File: src/rtl/capture_sequencer.sv
// Capture sequencer: decimated circular-buffer capture with pre-trigger fill, post-trigger
// count and oldest-first dump. Optional auto re-arm after a dump: CAPTURE_AUTO_REARM_EN.
module capture_sequencer #(
  parameter int ADDR_W = 9,
  parameter int DEC_W  = 4
) (
  input  logic              clk,
  input  logic              rst,
  input  logic              arm,
  input  logic [ADDR_W-1:0] trig_pos,
  input  logic [DEC_W-1:0]  decimator,
  input  logic              smpl_en,
  input  logic              triggered,
  input  logic              dump_req,
  input  logic              byte_taken,
  output logic              we,
  output logic [ADDR_W-1:0] waddr,
  output logic              re,
  output logic [ADDR_W-1:0] raddr,
  output logic              rdata_vld,
  output logic              armed,
  output logic              capture_done,
  output logic              dump_busy
);

  localparam int DEC_CNT_W = (1 << DEC_W) - 1;
  localparam logic [ADDR_W:0]      DEPTH_C  = {1'b1, {ADDR_W{1'b0}}};
  localparam logic [ADDR_W:0]      FILL_ONE = {{ADDR_W{1'b0}}, 1'b1};
  localparam logic [ADDR_W-1:0]    ADDR_ONE = {{(ADDR_W-1){1'b0}}, 1'b1};
  localparam logic [ADDR_W-1:0]    ADDR_MAX = {ADDR_W{1'b1}};
  localparam logic [DEC_CNT_W-1:0] DEC_ONE  = {{(DEC_CNT_W-1){1'b0}}, 1'b1};

  typedef enum logic [2:0] {
    ST_IDLE  = 3'd0,
    ST_ARMED = 3'd1,
    ST_RUN   = 3'd2,
    ST_DONE  = 3'd3,
    ST_DUMP  = 3'd4
  } state_t;

  state_t               state_r, state_nxt_s;
  logic [DEC_CNT_W-1:0] dec_cnt_r, dec_limit_s;
  logic [DEC_W-1:0]     dec_lat_r;
  logic [ADDR_W-1:0]    trig_lat_r;
  logic [ADDR_W:0]      fill_r;
  logic [ADDR_W-1:0]    post_r, post_inc_s;
  logic [ADDR_W-1:0]    dump_cnt_r;
  logic [ADDR_W-1:0]    waddr_r, raddr_r;
  logic                 re_r, rdata_vld_r;
  logic                 armed_r, done_r, busy_r;
  logic                 keep_s, capturing_s, arm_go_s, we_s, trig_ok_s;
  logic                 take_s, last_byte_s, rearm_s, dump_start_s;

  // Keep detection, write qualification and dump handshake decode.
  always_comb begin
    dec_limit_s  = ~({DEC_CNT_W{1'b1}} << dec_lat_r);
    keep_s       = smpl_en & (dec_cnt_r == dec_limit_s);
    capturing_s  = (state_r == ST_ARMED) || (state_r == ST_RUN);
    arm_go_s     = arm & (state_r != ST_DUMP);
    we_s         = keep_s & capturing_s & ~arm_go_s;
    trig_ok_s    = (fill_r >= (DEPTH_C - {1'b0, trig_lat_r}));
    post_inc_s   = post_r + ADDR_ONE;
    take_s       = (state_r == ST_DUMP) & rdata_vld_r & byte_taken;
    last_byte_s  = take_s & (dump_cnt_r == ADDR_MAX);
  end

  // Next-state logic; arm outranks every other request except while dumping.
  always_comb begin
    state_nxt_s  = state_r;
    rearm_s      = 1'b0;
    dump_start_s = 1'b0;
    case (state_r)
      ST_IDLE: begin
        if (arm_go_s) state_nxt_s = ST_ARMED;
        else          state_nxt_s = ST_IDLE;
      end
      ST_ARMED: begin
        if (arm_go_s)                   state_nxt_s = ST_ARMED;
        else if (triggered & trig_ok_s) state_nxt_s = (trig_lat_r == {ADDR_W{1'b0}}) ? ST_DONE : ST_RUN;
        else                            state_nxt_s = ST_ARMED;
      end
      ST_RUN: begin
        if (arm_go_s)                           state_nxt_s = ST_ARMED;
        else if (we_s && post_inc_s == trig_lat_r) state_nxt_s = ST_DONE;
        else                                    state_nxt_s = ST_RUN;
      end
      ST_DONE: begin
        if (arm_go_s) begin
          state_nxt_s = ST_ARMED;
        end else if (dump_req) begin
          state_nxt_s  = ST_DUMP;
          dump_start_s = 1'b1;
        end else begin
          state_nxt_s = ST_DONE;
        end
      end
      ST_DUMP: begin
        if (last_byte_s) begin
`ifdef CAPTURE_AUTO_REARM_EN
          state_nxt_s = ST_ARMED;
          rearm_s     = 1'b1;
`else
          state_nxt_s = ST_IDLE;
`endif
        end else begin
          state_nxt_s = ST_DUMP;
        end
      end
      default: state_nxt_s = ST_IDLE;
    endcase
  end

  // State register and registered status flags.
  always_ff @(posedge clk or posedge rst) begin
    if (rst) begin
      state_r <= ST_IDLE;
      armed_r <= 1'b0;
      done_r  <= 1'b0;
      busy_r  <= 1'b0;
    end else begin
      state_r <= state_nxt_s;
      armed_r <= (state_nxt_s == ST_ARMED) || (state_nxt_s == ST_RUN);
      done_r  <= (state_nxt_s == ST_DONE);
      busy_r  <= (state_nxt_s == ST_DUMP);
    end
  end

  // Capture datapath: decimation, write pointer, fill and post-trigger counters.
  always_ff @(posedge clk or posedge rst) begin
    if (rst) begin
      dec_cnt_r  <= {DEC_CNT_W{1'b0}};
      dec_lat_r  <= {DEC_W{1'b0}};
      trig_lat_r <= {ADDR_W{1'b0}};
      waddr_r    <= {ADDR_W{1'b0}};
      fill_r     <= {(ADDR_W+1){1'b0}};
      post_r     <= {ADDR_W{1'b0}};
    end else begin
      if (arm_go_s) begin
        trig_lat_r <= trig_pos;
        dec_lat_r  <= decimator;
      end
      if (arm_go_s || rearm_s)  dec_cnt_r <= {DEC_CNT_W{1'b0}};
      else if (keep_s)          dec_cnt_r <= {DEC_CNT_W{1'b0}};
      else if (smpl_en)         dec_cnt_r <= dec_cnt_r + DEC_ONE;
      if (arm_go_s || rearm_s)  waddr_r <= {ADDR_W{1'b0}};
      else if (we_s)            waddr_r <= waddr_r + ADDR_ONE;
      if (arm_go_s || rearm_s)  fill_r <= {(ADDR_W+1){1'b0}};
      else if (we_s && state_r == ST_ARMED && fill_r != DEPTH_C) fill_r <= fill_r + FILL_ONE;
      // Post count only lives inside RUN, so it is zero on every entry.
      if (state_r != ST_RUN)    post_r <= {ADDR_W{1'b0}};
      else if (we_s)            post_r <= post_inc_s;
    end
  end

  // Dump datapath: one read per byte, data valid held until the host takes it.
  always_ff @(posedge clk or posedge rst) begin
    if (rst) begin
      raddr_r     <= {ADDR_W{1'b0}};
      dump_cnt_r  <= {ADDR_W{1'b0}};
      re_r        <= 1'b0;
      rdata_vld_r <= 1'b0;
    end else if (dump_start_s) begin
      raddr_r     <= waddr_r;
      dump_cnt_r  <= {ADDR_W{1'b0}};
      re_r        <= 1'b1;
      rdata_vld_r <= 1'b0;
    end else if (state_r == ST_DUMP) begin
      if (re_r) begin
        re_r        <= 1'b0;
        rdata_vld_r <= 1'b1;
      end else if (take_s) begin
        rdata_vld_r <= 1'b0;
        raddr_r     <= raddr_r + ADDR_ONE;
        dump_cnt_r  <= dump_cnt_r + ADDR_ONE;
        re_r        <= ~last_byte_s;
      end
    end else begin
      re_r        <= 1'b0;
      rdata_vld_r <= 1'b0;
    end
  end

  assign we           = we_s;
  assign waddr        = waddr_r;
  assign re           = re_r;
  assign raddr        = raddr_r;
  assign rdata_vld    = rdata_vld_r;
  assign armed        = armed_r;
  assign capture_done = done_r;
  assign dump_busy    = busy_r;

endmodule

File: config.mk
export PLATFORM = sky130hd
export DESIGN_NAME = capture_sequencer
export DESIGN_NICKNAME = d
export VERILOG_FILES = /design/src/rtl/capture_sequencer.sv
export SDC_FILE = /design/constraint.sdc
export NUM_CORES = 1
export LEC_CHECK = 0
export ABC_AREA = 1
export CAP_MARGIN = 5
export CORE_MARGIN = 3
export CORE_UTILIZATION = 35
export CTS_CLUSTER_SIZE = 24
export DETAILED_ROUTE_END_ITERATION = 8
export PLACE_DENSITY = 0.51
export SLEW_MARGIN = 20
export SYNTH_ARGS = -nofsm -noshare
export SYNTH_HDL_FRONTEND = slang
export SYNTH_SLANG_ARGS = --single-unit
File: constraint.sdc
create_clock -name clk -period 3.5 [get_ports clk]
set_clock_uncertainty 0.1 [all_clocks]
set_input_delay 0.7 -clock clk [delete_from_list [all_inputs] [get_ports clk]]
set_output_delay 0.7 -clock clk [all_outputs]
set_load 0.1 [all_outputs]
==> results of run 1 <==
[cells by family after synthesis]
kind of cell / Yosys count / synth area share
adders and majority gates: 20 / 0.04795
and+or+nand+nor: 377 / 0.3241
xor gates and xnor gates: 36 / 0.06042
buffers and inverters: 109 / 0.07960
DFF: 82 / 0.3932
AOI/OAI and AO/OA: 90 / 0.09470
[through the flow]
| stage | util | setup slack (ps) | cells | area (sq um) |
|---|---|---|---|---|
| floorplan | - | 62.48 | 714 | 5219 |
| global placement | 0.4112 | 266.2 | 930 | 5841 |
| detailed placement | 0.4112 | 265.1 | 930 | 5841 |
| CTS | 0.4325 | 171.7 | 945 | 6143 |
| global route | 0.4330 | 65.69 | 945 | 6150 |
| finish | 0.4330 | 297.0 | 945 | 6150 |
[cells in the final DEF, fill, tap and decap left out, types with 8 or more instances in the layout]
cell type,n
nor3_1,24
buf_4,29
nor2_1,56
ha_1,20
nand4_1,26
inv_1,90
o21ai_0,33
nand2_1,175
o21ai_1,10
xor2_1,30
clkdlybuf4s50_1,20
a21oi_1,26
dfrtp_1,81
o22ai_1,8
nand3_1,78
clkbuf_16,9
[worst paths after layout]
path | to | slack (ps)
setup / recovery | we | 300
hold / removal | dump_cnt_r[8] | 420
setup reg to reg | capture_done | 540
hold reg to reg | dump_cnt_r[8] | 420
max in group asynchronous | dec_lat_r[3] | 1930
min in group asynchronous | dec_cnt_r[3] | 650
[metal layers]
layer  share of wire  track usage  vias to the layer above  wire [um]
met5               0            0                        -          0
met4           0.017      0.05181                        0        231
met3           0.045      0.03833                       15        618
met2            0.45       0.2822                      110       6103
met1            0.49       0.2368                     2230       6702
li1                -            -                     2446          -
[layout make-up]
class | instances | area [sq um] | area share
multi-input combinational | 523 | 2756 | 0.4482
sequential | 82 | 2053 | 0.3339
timing repair buffer | 51 | 457.9 | 0.07447
inverter | 94 | 354.1 | 0.05758
clock buffer | 10 | 239.0 | 0.03886
tap | 180 | 225.2 | 0.03662
clock inverter | 5 | 63.81 | 0.01038
[state kept, by name, indices dropped and copies added, names as in the netlist]
name and flops:
armed 1, capture_done 1, dec_cnt_r 15, dec_lat_r 4, dump_busy 1, dump_cnt_r 9
fill_r 10, post_r 9, raddr 9, rdata_vld 1, re 1, state_r 3
trig_lat_r 9, waddr 9
[where the power goes]
group | switching [W] | internal [W]
sequential | 0.0000495 | 0.000980
combinational | 0.000125 | 0.0000925
clock | 0.000406 | 0.000573
[timing repair]
action,CTS,global route
setup buffers,0,0
setup endpoints to repair,0,1
resized for setup,0,2
hold endpoints to repair,0,0
==> results by group, run 1 <==
Outcome
  • Status: completed

Layout
  • Filler instances: 1486
  • Layout area overhead: 17.84%
  • # nets final: 801
  • Layout cell share with drive strength beyond 1: 0.08235
  • # diodes: 0

Timing
  • Measured slew at the worst slew-check pin: 959.6 ps
  • Final hold viol count: 0
  • Final Max Tran Viols: 0
  • Fin Setup TNS: 0 ps
  • RSZ-0062 raised after global routing: false
  • Hold WS: 420.9 ps
  • Final period util: 0.9151
  • # setup viols final: 0
  • Max-slew headroom: 0.3583
  • Maximum clock frequency: 0.3122 GHz
  • Fin crit period: 3203 ps

CTS
  • CTS root buf: clkbuf_16
  • Clk pin slew, worst setup/hold paths: 60 ps
  • Num CTS Buffers: 9
  • Clk buf depth: 2
  • Clock sink count: 82
  • Clock Latency Late Sink: 350 ps
  • H-Tree Depth: 3
  • Hold Buf Count CTS: 0
  • CTS tree: yes

Die
  • Chip width: 128.1 um
  • Row cnt: 43
  • Initial Utilization: 0.3674
  • Chip Height: 128.1 um
  • Core Area: 14200 sq um
  • Io pins: 44
  • Die area: 16410 sq um

Drt
  • Antenna-violating nets left: 0
  • DRT Pass-1 Iters: 5
  • Routed WL per cell: 14.45 um
  • Via/cell ratio: 5.080
  • DR vias: 4801
  • Routed WL: 13.66 mm
  • Initial drt markers: 284
  • Drt drc: 0

Yosys
  • Post-Syn Area: 5219 sq um
  • Yosys reg bits: 82
  • Commonest cells post-synth: nand2_1, inv_1, dfrtp_1, nand3_1, nor2_1
  • Largest area contributor in the netlist: dfrtp_1
  • Syn Nets: 754
  • Synth Flop Type: dfrtp_1
  • Post-synth cell types: 36
  • Sequential fraction of the synthesis area: 0.3932
  • Mean area per synthesized cell: 7.309 sq um
  • Post-synth EDFFs: 0
  • Cell count after synthesis: 714
  • Share of the synthesized area in the top cell type: 0.3932
  • Synth area leaders: dfrtp_1, nand2_1, nand3_1
  • Most common cell in the netlist: nand2_1
  • Synth async-reset ratio: 1.000
  • Ys Warns: 0

Min path
  • Hold Path Depth: 1
  • Hold WC Path Type: reg -> reg
  • Beginning of the worst hold path: dump_cnt_r[8]

Power
  • Peak VDD IR: 0.2495 mV
  • Pwr dens: 362.0 nW/um^2
  • Leakage power: 2.990 nW
  • Tot Pwr: 0.002226 W

Setup path
  • Crit path kind: in -> out
  • Slowest cell delay on critical path: 500 ps
  • Setup crit start kind: input pin
  • Worst R2R Path Depth: 15
  • CP most frequent cell: nor2_1
  • CP bufs+invs: 3
  • Crit-path cells: clkdlybuf4s50_1 > nand3_1 > nor2_1 > nand2_1 > nor2_1 > nand2_1 > nor2_2 > nand3_1 > nor2_1 > buf_4 > buf_12
  • Worst path depth: 11
  • Worst setup EP type: output port
  • Reg2reg start: trig_lat_r[2]
  • Critical Path Source: smpl_en
  • Top Family by Delay on Critical Path: simple AND/OR/NAND/NOR gates
  • CP arrival: 2400 ps
  • Worst Path Required: 2700 ps
  • Slowest CP cell: clkdlybuf4s50_1
  • Critical-path maximum fanout: 4

Global route
  • First-pass GRT wire length: 23.14 mm
  • Grt total ovfl: 0
  • Largest net degree at the start of global routing: 36
  • Initial antenna violation count: 0
  • GRT Total Usage: 0.1753
  • Vias in the first global route: 4690

Run
  • Max-Cap Viols: 0

Placed design
  • Detailed placement HPWL: 10.40 mm
  • Port buffer count: 43
  • Routability cong.: 0.8400
Note: power is estimated with default switching activity, not from simulation.
==> run 2: changes to the inputs <==
--- a/config.mk
+++ b/config.mk
@@ -7,11 +7,14 @@
 export LEC_CHECK = 0
 export ABC_AREA = 1
 export CAP_MARGIN = 5
+export CELL_PAD_IN_SITES_DETAIL_PLACEMENT = 0
+export CELL_PAD_IN_SITES_GLOBAL_PLACEMENT = 1
 export CORE_MARGIN = 3
 export CORE_UTILIZATION = 35
 export CTS_CLUSTER_SIZE = 24
 export DETAILED_ROUTE_END_ITERATION = 8
-export PLACE_DENSITY = 0.51
+export GPL_ROUTABILITY_DRIVEN = 0
+export PLACE_DENSITY_LB_ADDON = 0.1
 export SLEW_MARGIN = 20
 export SYNTH_ARGS = -nofsm -noshare
 export SYNTH_HDL_FRONTEND = slang
==> results by group, run 2 (synthesized netlist as in run 1, its figures left out) <==
Timing
  • Final period util: 0.9128 (-0.002359)
  • RSZ-0062 raised after global routing: false
  • Final hold viol count: 0 (unchanged)
  • Max-slew headroom: 0.3433 (-0.01492)
  • # setup viols final: 0 (unchanged)
  • Measured slew at the worst slew-check pin: 981.9 ps (+22.32 ps)
  • Final Max Tran Viols: 0 (unchanged)
  • Maximum clock frequency: 0.3130 GHz (+0.26%)
  • Fin Setup TNS: 0 ps (unchanged)
  • Fin crit period: 3195 ps (-8.258 ps)

Layout
  • Max FFs per register: 15 (unchanged)
  • Core Util, Final: 0.4312 (-0.001761)
  • Reg area: 2053 sq um (unchanged)
  • Commonest non-fill, non-tap cell in the layout: nand2_1
  • Top Registers: dec_cnt_r x15, fill_r x10
  • Biggest register: dec_cnt_r
  • Most frequent cells in the layout: nand2_1, inv_1, dfrtp_1
  • Layout cell share with drive strength beyond 1: 0.08105 (-0.001307)
  • Area occupied by multi-input gates: 2754 sq um (about the same)
  • # diodes: 0 (unchanged)
  • Design area: 6125 sq um (-0.41%)
  • # nets final: 800 (-0.12%)
  • Filler instances: 1490 (+0.27%)
  • Finished Layout Cells: 945 (unchanged)
  • Layout area overhead: 17.36%

Setup path
  • Slowest CP cell: clkdlybuf4s50_1
  • Worst path depth: 10 (-1)
  • Worst R2R Setup Slack: 580 ps (+40 ps)
  • Critical Path Source: smpl_en
  • Slowest cell delay on critical path: 500 ps (about the same)
  • Reg2reg end: armed
  • Setup crit start kind: input pin
  • Critical-path maximum fanout: 3 (-1)
  • Reg2reg start: trig_lat_r[0]
  • Top Family by Delay on Critical Path: simple AND/OR/NAND/NOR gates
  • CP Capture Point: we
  • Worst setup EP type: output port
  • CP bufs+invs: 2 (-1)
  • Worst Path Required: 2700 ps (about the same)
  • Crit-path cells: clkdlybuf4s50_1 > nand3_1 > nor2_1 > nand2_1 > nor2_1 > nand2_1 > nor2_2 > nand3_1 > nor2_2 > buf_12
  • CP arrival: 2390 ps (about the same)
  • Crit path kind: in -> out
  • Worst R2R Path Depth: 18 (+3)

CTS
  • Clock Latency Late Sink: 340 ps (about the same)
  • Clock sink count: 82 (unchanged)
  • Clk pin slew, worst setup/hold paths: 60 ps (about the same)
  • Num CTS Buffers: 9 (unchanged)
  • H-Tree Depth: 3 (unchanged)
  • CTS tree: yes
  • Postcts setup bufs: 0 (unchanged)
  • Clk buf depth: 2 (unchanged)
  • CTS root buf: clkbuf_16

Die
  • Io pins: 44 (unchanged)
  • Die area: 16410 sq um (unchanged)
  • Initial Utilization: 0.3674 (unchanged)
  • Chip Height: 128.1 um (unchanged)
  • Core Area: 14200 sq um (unchanged)
  • Chip width: 128.1 um (unchanged)
  • Row cnt: 43 (unchanged)

Drt
  • DR vias: 4821 (+0.42%)
  • Antenna-violating nets left: 0 (unchanged)
  • DRT Pass-1 Iters: 5 (unchanged)
  • Initial drt markers: 307 (+8.1%)
  • Routed WL: 14.03 mm (+2.7%)
  • Routed WL per cell: 14.84 um (+2.7%)
  • Via/cell ratio: 5.102 (+0.42%)
  • Drt drc: 0 (unchanged)

Outcome
  • Status: completed

Placed design
  • Detailed placement HPWL: 10.55 mm (+1.4%)
  • Port buffer count: 43 (unchanged)
  • Dpl cell area: 5833 sq um (-0.13%)
  • Placed Instances: 929 (-0.11%)

Global route
  • Grt total ovfl: 0 (unchanged)
  • GRT Total Usage: 0.1798 (+0.004511)
  • Initial antenna violation count: 0 (unchanged)
  • Vias in the first global route: 4793 (+2.2%)
  • First-pass GRT wire length: 23.74 mm (+2.6%)
  • Largest net degree at the start of global routing: 83 (+130%)

Power
  • Pwr dens: 358.4 nW/um^2 (-1.0%)
  • Leakage power: 2.973 nW (-0.55%)
  • Peak VDD IR: 0.2300 mV (-7.8%)

Run
  • Max-Cap Viols: 0 (unchanged)

Min path
  • Hold WC Path Type: reg -> reg
  • Beginning of the worst hold path: dump_cnt_r[8]
## run 2: cell types whose count changed in the layout (fill, tap and decap cells not counted), sizes merged
cell      before  now
clkinvlp       1    2
clkbuf        10   11
inv           94   93
buf           31   30
## run 2: worst register-to-register path, delay by kind of cell (launching register included)
kind | cells | cell delay, ps
AOI/OAI and AO/OA | 2 | 330
DFF | 1 | 420
buffers and inverters | 2 | 150
and+or+nand+nor | 11 | 1140
adders and majority gates | 3 | 630
## run 2: worst min path at each step
stage / endpoint / depth (start not counted)
3_3_place_gp: dump_cnt_r[8] / 1
3_5_place_dp: dump_cnt_r[8] / 1
2_1_floorplan: dump_cnt_r[8] / 1
4_1_cts: dump_cnt_r[8] / 1
5_1_grt: dump_cnt_r[8] / 1
6_report: dump_cnt_r[8] / 1
## run 2: final cells by class
class,count,share of cell area
clock buffers,11,0.03800
clock inverters,5,0.008989
inverters,94,0.05781
multi-input cells,523,0.4496
flip-flops and latches,82,0.3352
well taps,180,0.03677
repair buffers,50,0.07354
## run 2: report_power, final
part | switching [W] | internal (W)
Combinational | 0.000126 | 0.0000919
Sequential | 0.0000471 | 0.000980
Clock | 0.000398 | 0.000551
## run 2: stage by stage
step	power (W)	worst slack, ps	hold WS [ps]
after floorplan	0.001184	62.48	372.5
after global placement	0.001258	197.1	391.2
after detailed placement	0.001261	178.7	400.4
after CTS	0.002226	160.4	420.9
after global routing	0.002295	81.16	456.0
final	0.002195	305.3	415.9
## run 2: repair_timing
item	in CTS	in global routing
hold buffers	0	0
resized for setup	0	2
setup endpoints to repair	0	1
hold endpoints to repair	0	0
## run 2: layer usage
metal  vias up  global-route usage  wire (um)
met2        99              0.3022       6656
met4         0             0.04307        178
met1      2260              0.2351       6629
li1       2448                   -          -
met5         -                   0          0
met3        14             0.04125        563
==> run 3: changes to the inputs <==
--- a/config.mk
+++ b/config.mk
@@ -19,3 +19,4 @@
 export SYNTH_ARGS = -nofsm -noshare
 export SYNTH_HDL_FRONTEND = slang
 export SYNTH_SLANG_ARGS = --single-unit
+export TNS_END_PERCENT = 50
==> results of run 3 <==
Same layout as run 2: the final DEF is identical, and so are final timing and power.
